$ cat src/rtl/seq_tx_1101.sv
// seq_tx_1101: serial frame transmitter for the 1101-sync link.
// Sends the sync header, then the payload MSB-first, then an idle gap.
module seq_tx_1101 #(
    parameter int                DATA_W     = 8,
    parameter int                SYNC_W     = 4,
    parameter logic [SYNC_W-1:0] SYNC_PAT   = 4'b1101,
    parameter int                GAP_CYCLES = 2
) (
    input  logic              clk,
    input  logic              rstn,
    input  logic [DATA_W-1:0] tx_data,
    input  logic              tx_valid,
    output logic              tx_ready,
    output logic              out,
    output logic              out_valid,
    output logic              busy,
    output logic [7:0]        frame_cnt
);

    if ((DATA_W < 1) || (DATA_W > 32)) begin : g_bad_data_w
        $error("seq_tx_1101: DATA_W out of range 1..32");
    end
    if ((SYNC_W < 1) || (SYNC_W > 8)) begin : g_bad_sync_w
        $error("seq_tx_1101: SYNC_W out of range 1..8");
    end
    if ((GAP_CYCLES < 0) || (GAP_CYCLES > 15)) begin : g_bad_gap
        $error("seq_tx_1101: GAP_CYCLES out of range 0..15");
    end

    localparam logic [7:0] SYNC_EXT  = 8'(SYNC_PAT);
    localparam logic [4:0] SYNC_LAST = 5'(SYNC_W - 1);
    localparam logic [4:0] DATA_LAST = 5'(DATA_W - 1);
    localparam logic [4:0] GAP_LAST  =
        (GAP_CYCLES > 0) ? 5'(GAP_CYCLES - 1) : 5'd0;

    typedef enum logic [1:0] {
        IDLE = 2'd0,
        SYNC = 2'd1,
        DATA = 2'd2,
        GAP  = 2'd3
    } state_t;

    state_t            state_q, state_d;
    logic [DATA_W-1:0] shreg_q, shreg_d;
    // One down-counter serves as sync index, data count and gap count.
    logic [4:0]        cnt_q, cnt_d;
    logic [7:0]        frame_q, frame_d;

    always_ff @(posedge clk or negedge rstn) begin
        if (!rstn) begin
            state_q <= IDLE;
            shreg_q <= '0;
            cnt_q   <= '0;
            frame_q <= '0;
        end else begin
            state_q <= state_d;
            shreg_q <= shreg_d;
            cnt_q   <= cnt_d;
            frame_q <= frame_d;
        end
    end

    always_comb begin
        state_d = state_q;
        shreg_d = shreg_q;
        cnt_d   = cnt_q;
        frame_d = frame_q;
        case (state_q)
            IDLE: begin
                if (tx_valid) begin
                    shreg_d = tx_data;
                    cnt_d   = SYNC_LAST;
                    state_d = SYNC;
                end
            end
            SYNC: begin
                if (cnt_q == 5'd0) begin
                    cnt_d   = DATA_LAST;
                    state_d = DATA;
                end else begin
                    cnt_d = cnt_q - 5'd1;
                end
            end
            DATA: begin
                shreg_d = shreg_q << 1;
                if (cnt_q == 5'd0) begin
                    frame_d = frame_q + 8'd1;
                    cnt_d   = GAP_LAST;
                    state_d = (GAP_CYCLES > 0) ? GAP : IDLE;
                end else begin
                    cnt_d = cnt_q - 5'd1;
                end
            end
            GAP: begin
                if (cnt_q == 5'd0) begin
                    state_d = IDLE;
                end else begin
                    cnt_d = cnt_q - 5'd1;
                end
            end
            default: begin
                state_d = IDLE;
                cnt_d   = '0;
            end
        endcase
    end

    always_comb begin
        tx_ready  = (state_q == IDLE);
        busy      = (state_q != IDLE);
        out_valid = (state_q == SYNC) || (state_q == DATA);
        frame_cnt = frame_q;
        out       = 1'b0;
        case (state_q)
            SYNC:    out = SYNC_EXT[cnt_q[2:0]];
            DATA:    out = shreg_q[DATA_W-1];
            default: out = 1'b0;
        endcase
    end

endmodule

$ cat config.mk
export PLATFORM = sky130hd
export DESIGN_NAME = seq_tx_1101
export DESIGN_NICKNAME = d
export VERILOG_FILES = /design/src/rtl/seq_tx_1101.sv
export SDC_FILE = /design/constraint.sdc
export NUM_CORES = 1
export LEC_CHECK = 0
export ABC_AREA = 0
export ABC_CLOCK_PERIOD_IN_PS = 1700
export CORE_MARGIN = 3
export CORE_UTILIZATION = 46
export CTS_BUF_LIST = sky130_fd_sc_hd__clkbuf_8 sky130_fd_sc_hd__clkbuf_16
export DETAILED_ROUTE_END_ITERATION = 8
export HOLD_SLACK_MARGIN = 0.08
export PLACE_DENSITY = 0.74
export SETUP_SLACK_MARGIN = 0.3
export SLEW_MARGIN = 20
export SYNTH_ARGS = -nofsm -noshare
export SYNTH_HDL_FRONTEND = slang
export SYNTH_SLANG_ARGS = --single-unit
$ cat constraint.sdc
create_clock -name clk -period 1.7 [get_ports clk]
set_input_delay 0.17 -clock clk [delete_from_list [all_inputs] [get_ports clk]]
set_output_delay 0.17 -clock clk [all_outputs]
set_load 0.03 [all_outputs]
==> impl.org <==
** Outcome
- The flow ran to the end, but the final reports show violations.
- The final reports fail on negative setup slack.

** Yosys
- By area, the combinational part of the netlist is dominated by simple AND/OR/NAND/NOR gates.
- Post-Synthesis Cell Area :: 1300 um2
- Fraction of the mapped netlist area in compound gates :: 17.6%
- Synth cell types :: 35
- Synthesized-area fraction occupied by and/or/nand/nor cells :: 20.8%
- Synthesis produced a netlist with a net count of 145.
- Post-Syn Instances :: 127
- Arithmetic-cell share of the synthesized area counting full adders, half adders and majority gates :: 6.72%
- For this run, the register share of the synthesized area comes to 44.1%.
- Of the post-synthesis cell area, the part taken by muxes is 1.73%.
- Averaged over all synthesized cells, the footprint is 10.3 um2.
- For this run, the number of Yosys warnings is 0.
- After synthesis the netlist holds a flip-flop and latch count of 23.
- The synthesized netlist devotes 4.70% of its cell area to XOR and XNOR gates.

** Worst setup path
- Data arrival time of the worst path :: 1.92 ns
- Startpoint type of the worst setup path :: flip-flop
- The worst setup path is captured at a flip-flop.
- For the worst setup path, the data required time is 1.87 ns.
- Path type of the worst setup path :: reg2reg
- Of all nets on the critical path, the largest fanout is 4.

** STA
- The final max-slew violation count came to 0.
- In the post-route analysis, the smallest setup slack over all paths is -0.0439 ns.
- Final clock skew :: 0.00105 ns
- Setup violations remaining at the end of the flow were counted as 1.
- At the pin with the least slew margin, the transition time is 0.312 ns.
- The total count of hold-check failures in the final report is 0.
- Top achievable clock speed :: 573 MHz
- The worst path in the final design needs a cycle of 1.74 ns, including I/O delays and setup.
- The worst path uses 103% of the clock period.
- Relative max-transition margin :: 79.1%
- Unrepaired setup endpoints after global routing :: true

** Power and ir drop
- Across the VDD grid, the largest voltage drop is 2000 uV.
- Power spread over the standard cell area amounts to 2080 nW/um2.
- For this design the static power due to leakage is 0.000914 uW.

** Clocking
- The tree is rooted in a clkbuf_8.
- Worst-Skew Late Latency :: 0.27 ns
- H-tree depth :: 1
- Clock tree from TritonCTS :: done
- In this run, post-CTS hold repair placed 0 buffers.
- Clock-pin slew of the registers on the worst-case setup and hold paths :: 0.08 ns
- Number of sinks handled by clock tree synthesis :: 23
- In this run, CTS created clock tree buffers numbering 3.
- Number of buffers between clock root and the deepest sink :: 2

** Cells and area
- The count of cells in the finished layout, fillers not included, comes to 202.
- Share of final-layout standard cells stronger than drive strength 1 :: 43.0%
- Most common cell after layout, fill and taps aside :: dfrtp_1
- Leaving out fill and tap cells, the most frequent cells in the layout are dfrtp_1, buf_4, buf_6.
- Nets :: 191
- Number of diodes added for antenna fixing :: 0
- The finished cells cover 2010 um2.
- Growth of design area from synthesis to finish :: 54.0%

** Floorplan
- The die covers 3510 um2.
- The floorplan step set the die width to 59.2 um.
- Row generation in the floorplan step produced 18 rows.
- Chip height :: 59.2 um
- Floorplan core area :: 2590 um2
- The initial utilization of the core area, before any placement, comes to 50.3%.
- I/O pin count :: 23

** Detailed routing
- After detailed routing, the average wire length per cell comes to 17.2 um.
- For this run, design rule violations remaining after detail routing come to 0.
- The final route contains 1157 vias.
- After the first detailed-routing iteration, the DRC count stood at 42.
- After detailed routing, the total wire length is 3480 um.
- For this run, the detailed router's first-pass iteration total came to 4.
- Remaining number of nets flagged by the antenna check after routing :: 0
- Routed vias/inst :: 5.73

** GRT
- After global routing the overflow that remains totals 0.
- Wire length of the first global-routing pass :: 5670 um
- In the global route stage, overall resource usage came out at 21.5%.
- Entering global routing, the biggest net connects 24 pins.
- The number of antenna violations at the first check in global routing was 0.
- Number of global-route vias before repair :: 1236

** Flow run
- Across the run, the number of max-cap violations was 0.

** Placed design
- DP Area :: 1670 um2
- Including well taps, the total number of placed cells is 187.
- Setup Slack @ Placement :: -0.0403 ns
- The wire-length estimate of the detail-placed layout is 2200 um.
- During placement, the flow inserted port buffers numbering 22.
- Routability-driven placement finished with a final weighted congestion of 0.841.

** Hold path
- The worst hold path belongs to the class in2async.
[flip-flops by register name, indices dropped and copies added (netlist names)]
register / count
frame_cnt: 8
cnt_q: 5
state_q: 2
shreg_q: 8
[final timing paths]
check	startpoint	depth (start not counted)	endpoint	slack [ns]
worst min-delay path	rstn	2	state_q[0]$_DFFE_PN0P_	0.25
max in group asynchronous	rstn	2	state_q[1]$_DFFE_PN0P_	1.21
min in group clk	frame_cnt[7]$_DFFE_PN0P_	1	frame_cnt[7]$_DFFE_PN0P_	0.48
worst min register to register	frame_cnt[7]$_DFFE_PN0P_	1	frame_cnt[7]$_DFFE_PN0P_	0.48
worst max register to register	cnt_q[0]$_DFFE_PN0P_	6	frame_cnt[5]$_DFFE_PN0P_	-0.04
worst max-delay path	cnt_q[0]$_DFFE_PN0P_	6	frame_cnt[5]$_DFFE_PN0P_	-0.04
[per-stage QoR]
step / total power, uW / hold WS (ns) / utilization [%] / TNS (ns)
2_1_floorplan: 2350 / -0.126 / - / -0.0211
3_5_place_dp: 3010 / 0.472 / 64.5 / -0.0403
3_3_place_gp: 2960 / 0.456 / 64.5 / -0.0154
4_1_cts: 3970 / 0.253 / 75.4 / -0.0364
6_report: 4180 / 0.245 / 77.5 / -0.0439
5_1_grt: 4450 / 0.259 / 77.5 / -0.454
[where the power goes]
part | leakage (uW) | internal (uW) | total (uW) | switching, uW
Clock | 0.0000255 | 164 | 353 | 189
Combinational | 0.000592 | 1490 | 2880 | 1390
Sequential | 0.000297 | 744 | 945 | 201
[synthesized netlist by cell type (all sizes together)]
cell     n  area [um2]
dfrtp   23         576
a21oi   12        60.1
nand3    9        45.0
nand2b   8        50.1
a221o    7        70.1
clkbuf   7        26.3
ha       7        87.6
inv      5        18.8
nor2     5        18.8
nand2    4        15.0
nor3     4        25.0
xnor2    4        35.0
nand4    3        18.8
xor2     3        26.3
a32o     2        20.0
and3     2        12.5
mux2     2        22.5
nor2b    2        12.5
nor3b    2        15.0
o21a     2        15.0
o21ai    2        10.0
o31ai    2        15.0
a2111o   1        11.3
a211oi   1        7.51
and2     1        6.26
and4     1        8.76
buf      1        11.3
nor4     1        6.26
nor4b    1        23.8
o221a    1        11.3
o22a     1        8.76
or4b     1        13.8
[repair_timing]
action,CTS,global route
pin swaps,13,5
cloned,0,0
setup endpoints to repair,35,27
setup buffers,11,0
resized for setup,67,15
[critical path, cell delays in order (launching register included)]
cell,delay (ns)
dfrtp_1,0.40
inv_2,0.07
ha_4,0.13
or4b_4,0.48
buf_4,0.16
nor3_4,0.16
xor2_1,0.24
[layer usage]
metal	vias up	share of wire, %	wire length, um	GRT usage, %
met4	0	1.2	42	9.06
li1	556	-	-	-
met3	5	2.4	84	4.36
met1	578	44	1520	25.5
met2	18	53	1830	37.4
met5	-	0	0	0
[cells by family (layout without fill, tap and decap cells)]
group	after synthesis	count (layout)
flops	23	23
mux	2	2
xor+xnor	7	7
fa+ha+maj	7	7
compound gates	31	31
simple gates	44	44
buf+inv	13	58
[area by class of cell]
type	count	area, um2
fill	163	582
sequential	23	577
timing repair buffer	49	452
clock inverter	1	5.00
inverter	5	21.3
clock buffer	3	41.3
tap	30	37.5
multi-input combinational	91	875
Note: power is estimated with default switching activity, not from simulation.
